==> config.mk <==
export PLATFORM = sky130hd
export DESIGN_NAME = mdr_mar_unit
export DESIGN_NICKNAME = d
export VERILOG_FILES = /design/src/rtl/mdr_mar_unit.sv
export SDC_FILE = /design/constraint.sdc
export NUM_CORES = 1
export LEC_CHECK = 0
export ABC_CLOCK_PERIOD_IN_PS = 4500
export CAP_MARGIN = 20
export CORE_ASPECT_RATIO = 2
export CORE_MARGIN = 3
export CORE_UTILIZATION = 43
export DETAILED_ROUTE_END_ITERATION = 6
export PLACE_DENSITY = 0.89
export SLEW_MARGIN = 20
export SYNTH_ARGS = -nofsm -noshare
export SYNTH_HDL_FRONTEND = slang
export SYNTH_SLANG_ARGS = --single-unit
==> constraint.sdc <==
create_clock -name Clk -period 4.5 [get_ports Clk]
set_input_delay 0.9 -clock Clk [delete_from_list [all_inputs] [get_ports Clk]]
set_output_delay 0.9 -clock Clk [all_outputs]
set_load 0.1 [all_outputs]
==> src/rtl/mdr_mar_unit.sv <==
// mdr_mar_unit: MAR/MDR capture from the datapath bus plus an SRAM
// read/write cycle sequencer with active-low chip controls.
// Optional build macro GATE_CHECK_EN: adds Gates[3:0] and a sticky Bus_Err
// that flags (and suppresses) register loads while the bus is not driven
// by exactly one source.
module mdr_mar_unit #(
    parameter int WIDTH       = 16,
    parameter int WAIT_STATES = 2
) (
    input  logic             Clk,
    input  logic             Reset_n,
    input  logic [WIDTH-1:0] Bus,
    input  logic             LD_MAR,
    input  logic             LD_MDR,
    input  logic             Start,
    input  logic             RW,
`ifdef GATE_CHECK_EN
    input  logic [3:0]       Gates,
    output logic             Bus_Err,
`endif
    output logic             Busy,
    output logic             Done,
    output logic [WIDTH-1:0] MAR,
    output logic [WIDTH-1:0] MDR,
    output logic [WIDTH-1:0] ADDR,
    output logic [WIDTH-1:0] Data_to_SRAM,
    input  logic [WIDTH-1:0] Data_from_SRAM,
    output logic             CE_n,
    output logic             OE_n,
    output logic             WE_n
);

    typedef enum logic [1:0] {
        S_IDLE   = 2'd0,
        S_SETUP  = 2'd1,
        S_ACCESS = 2'd2,
        S_FINISH = 2'd3
    } state_e;

    // Counter reload: ACCESS lasts WAIT_STATES cycles, counting down to zero.
    localparam logic [3:0] CNT_INIT = 4'(WAIT_STATES - 1);

    state_e           state_q, state_d;
    logic [3:0]       cnt_q, cnt_d;
    logic             wr_q, wr_d;
    logic [WIDTH-1:0] mar_q, mar_d;
    logic [WIDTH-1:0] mdr_q, mdr_d;
    logic             ld_mar_ok, ld_mdr_ok;

`ifdef GATE_CHECK_EN
    logic gates_ok;
    logic bus_err_q;

    // A load is only trusted when exactly one gate drives the bus.
    always_comb begin
        gates_ok  = (Gates != 4'd0) && ((Gates & (Gates - 4'd1)) == 4'd0);
        ld_mar_ok = LD_MAR && gates_ok;
        ld_mdr_ok = LD_MDR && gates_ok;
    end

    // Sticky error flag: set by a suppressed load in IDLE, cleared only by reset.
    always_ff @(posedge Clk or negedge Reset_n) begin
        if (!Reset_n) begin
            bus_err_q <= 1'b0;
        end else if (state_q == S_IDLE && (LD_MAR || LD_MDR) && !gates_ok) begin
            bus_err_q <= 1'b1;
        end
    end

    assign Bus_Err = bus_err_q;
`else
    assign ld_mar_ok = LD_MAR;
    assign ld_mdr_ok = LD_MDR;
`endif

    // Next-state, register loads, read capture and countdown.
    always_comb begin
        state_d = state_q;
        cnt_d   = cnt_q;
        wr_d    = wr_q;
        mar_d   = mar_q;
        mdr_d   = mdr_q;
        case (state_q)
            S_IDLE: begin
                if (ld_mar_ok) mar_d = Bus;
                if (ld_mdr_ok) mdr_d = Bus;
                if (Start) begin
                    wr_d = RW;
                    if (RW) begin
                        state_d = S_SETUP;
                    end else begin
                        state_d = S_ACCESS;
                        cnt_d   = CNT_INIT;
                    end
                end
            end
            S_SETUP: begin
                state_d = S_ACCESS;
                cnt_d   = CNT_INIT;
            end
            S_ACCESS: begin
                if (cnt_q == 4'd0) begin
                    if (!wr_q) mdr_d = Data_from_SRAM;
                    state_d = S_FINISH;
                end else begin
                    cnt_d = cnt_q - 4'd1;
                end
            end
            S_FINISH: begin
                state_d = S_IDLE;
            end
            default: begin
                state_d = S_IDLE;
            end
        endcase
    end

    // State and datapath registers; async reset aborts any operation in flight.
    always_ff @(posedge Clk or negedge Reset_n) begin
        if (!Reset_n) begin
            state_q <= S_IDLE;
            cnt_q   <= 4'd0;
            wr_q    <= 1'b0;
            mar_q   <= '0;
            mdr_q   <= '0;
        end else begin
            state_q <= state_d;
            cnt_q   <= cnt_d;
            wr_q    <= wr_d;
            mar_q   <= mar_d;
            mdr_q   <= mdr_d;
        end
    end

    // SRAM controls decoded from state; writes keep CE_n low through the hold cycle.
    always_comb begin
        Busy = (state_q != S_IDLE);
        Done = (state_q == S_FINISH);
        CE_n = 1'b1;
        OE_n = 1'b1;
        WE_n = 1'b1;
        case (state_q)
            S_SETUP:  CE_n = 1'b0;
            S_ACCESS: begin
                CE_n = 1'b0;
                OE_n = wr_q;
                WE_n = !wr_q;
            end
            S_FINISH: CE_n = !wr_q;
            default:  CE_n = 1'b1;
        endcase
    end

    assign MAR          = mar_q;
    assign MDR          = mdr_q;
    assign ADDR         = mar_q;
    assign Data_to_SRAM = mdr_q;

endmodule

==> flow_metrics.env <==
export IMPL_ys_seq_area_frac=0.459
export IMPL_cts_setup_buffers=0
export IMPL_multiInputGateArea_sq_um=836
export IMPL_required_ns=3.60
export IMPL_grt_pass1_vias=1791
export IMPL_die_area_sq_mm=0.00587
export IMPL_cts_buffer_depth=2
export IMPL_synthCells=180
export IMPL_synthesis_nets=225
export IMPL_fillers=365
export IMPL_die_x_um=55.7
export IMPL_cp_start_kind="flip-flop"
export IMPL_synth_cell_area_sq_mm=0.00212
export IMPL_fin_nets=300
export IMPL_antenna_found_initial=0
export IMPL_yosys_warnings=0
export IMPL_cts_num_sinks=39
export IMPL_cp_max_fo=15
export IMPL_maxCapViolCount=0
export IMPL_crit_type="flip-flop to output port"
export IMPL_fin_worst_skew_ns=0.00694
export IMPL_setup_tns_ns=0
export IMPL_avgSynthCellArea_sq_um=11.8
export IMPL_outcome="finished, final reports clean"
export IMPL_grt_max_degree=40
export IMPL_floorplan_rows=35
export IMPL_root_buffer="clkbuf_8"
export IMPL_finalCritPeriodShare=0.776
export IMPL_timing_slew_headroom=0.335
export IMPL_post_cts_resized=0
export IMPL_ant_nets=0
export IMPL_hold_viol_final=0
export IMPL_vias=1659
export IMPL_routed_wl_mm=5.44
export IMPL_hold_class="flip-flop to flip-flop"
export IMPL_clock_latency_ns=0.29
export IMPL_dpl_hpwl_mm=4.19
export IMPL_ys_types=38
export IMPL_firstDrtPassIters=4
export IMPL_drive_above_1_share=0.191
export IMPL_io_pins=107
export IMPL_avgViaCountPerCell=5.33
export IMPL_seq_area_sq_um=976
export IMPL_synth_top_area_frac=0.459
export IMPL_design_area_sq_mm=0.00308
export IMPL_cts_hold_fix_buffers=0
export IMPL_fin_crit_ns=3.49
export IMPL_die_h_um=105
export IMPL_grt_pass1_wl_mm=8.75
export IMPL_first_iter_violations=43
export IMPL_routedWlPerCell_um=17.5
export IMPL_synth_area_top_cells="dfrtp_1 (46%), buf_4 (11%), mux2_2 (9.0%)"
export IMPL_gp_congestion=0.843
export IMPL_worstMarginPinSlew_ns=0.994
export IMPL_htreeDepth=2
export IMPL_syn_to_final_growth_pct=44.9
export IMPL_ys_ff_latch=39
export IMPL_start_util=0.453
export IMPL_slew_violations=0
export IMPL_path_clk_slew_ns=0.08
export IMPL_timing_hold_ws_ns=0.537
export IMPL_yosysTopAreaCell="dfrtp_1"
export IMPL_port_buffers=106
export IMPL_numCtsBuffers=5
export IMPL_fmax_ghz=0.286
export IMPL_place_area_sq_mm=0.00297
export IMPL_drc=0
export IMPL_grt_overflow_total=0
export IMPL_antenna_cells=0
export IMPL_crit_arrival_ns=2.59
export IMPL_rsz0062_at_grt="no"
export IMPL_finalSetupViolCount=0
export IMPL_cts_tree="done"
export IMPL_core_sq_mm=0.00469
export IMPL_crit_path_end_kind="output port"
export IMPL_track_usage=0.190
-- metrics by stage --
stage | std cells | setup slack [ns] | utilization
3_3_place_gp | 303 | 1.42 | 0.633
3_5_place_dp | 303 | 1.34 | 0.633
6_report | 311 | 1.01 | 0.657
2_1_floorplan | 180 | 0.712 | -
4_1_cts | 311 | 1.01 | 0.657
5_1_grt | 311 | 0.887 | 0.657
-- cells in the final DEF (no fill, tap or decap), drive strengths merged, types with 4 or more instances in the layout --
cell,n
a21oi,4
clkbuf,5
clkdlybuf4s50,105
dfrtp,39
ha,7
inv,8
mux2,17
nand2,5
nand2b,4
o221a,16
or2,16
-- final timing paths --
check	startpoint	endpoint	slack [ns]	depth (start not counted)
worst min-delay path	ADDR[15]$_DFFE_PN0P_	ADDR[15]$_DFFE_PN0P_	0.54	1
worst max-delay path	state_q[0]$_DFFE_PN0P_	OE_n	1.01	4
max in group asynchronous	Reset_n	wr_q$_DFFE_PN0P_	3.24	1
worst min register to register	ADDR[15]$_DFFE_PN0P_	ADDR[15]$_DFFE_PN0P_	0.54	1
worst max register to register	state_q[0]$_DFFE_PN0P_	Data_to_SRAM[3]$_DFFE_PN0P_	2.07	5
min in group asynchronous	Reset_n	Data_to_SRAM[2]$_DFFE_PN0P_	0.71	1
-- cells in the mapped netlist --
cell type,n
a41o_1,1
nor3b_1,2
a31oi_1,1
ha_1,7
buf_4,32
a32o_1,1
or3_1,1
nand2_1,5
a311oi_1,1
and3_1,1
inv_1,8
o221a_1,13
a211o_1,1
a211oi_1,1
a21o_1,1
and3_2,1
dfrtp_1,39
nor2b_1,1
o211ai_1,1
nand3b_1,1
or2_2,16
o22ai_1,1
buf_8,1
a21oi_1,4
mux2i_1,2
clkbuf_1,3
mux2_2,17
buf_6,1
and2b_2,1
o21ai_0,1
nor3_1,2
buf_2,1
o2bb2ai_1,1
nand2b_1,4
o31ai_4,1
or3b_4,1
nand4_1,1
o221a_2,3
-- kinds of logic (layout without fill, tap and decap cells) --
| family | count (synthesis) | count (layout) | share of synthesized area |
|---|---|---|---|
| adders and majority gates | 7 | 7 | 0.0412 |
| AOI/OAI and AO/OA | 32 | 32 | 0.145 |
| muxes | 19 | 19 | 0.0995 |
| buffers and inverters | 46 | 122 | 0.147 |
| and+or+nand+nor | 37 | 37 | 0.108 |
| DFF | 39 | 39 | 0.459 |
-- per-layer routing --
metal,routed length [um],vias up,global-route usage
met1,1940,816,0.192
met4,97,0,0.0661
met2,3080,75,0.367
met3,321,7,0.0417
met5,0,-,0
li1,-,761,-
-- critical path, cell delays in order (launching register included) --
cell and delay, ns:
dfrtp_1 0.40, inv_1 0.10, ha_1 0.37, nand2b_1 0.24, clkdlybuf4s50_1 1.18
-- area by class of cell --
| class | count | share of cell area |
|---|---|---|
| multi-input combinational | 95 | 0.271 |
| tap | 55 | 0.0223 |
| sequential | 39 | 0.317 |
| inverter | 8 | 0.00975 |
| clock inverter | 3 | 0.0142 |
| clock buffer | 5 | 0.0223 |
| timing repair buffer | 106 | 0.343 |
-- sequential cells by signal, summed over array words and instances, names as in the netlist --
| signal | count |
|---|---|
| cnt_q | 4 |
| ADDR | 16 |
| wr_q | 1 |
| state_q | 2 |
| Data_to_SRAM | 16 |
Power is not shown: default switching activity piles up to over one toggle a cycle in this logic, so the estimate is an artifact.
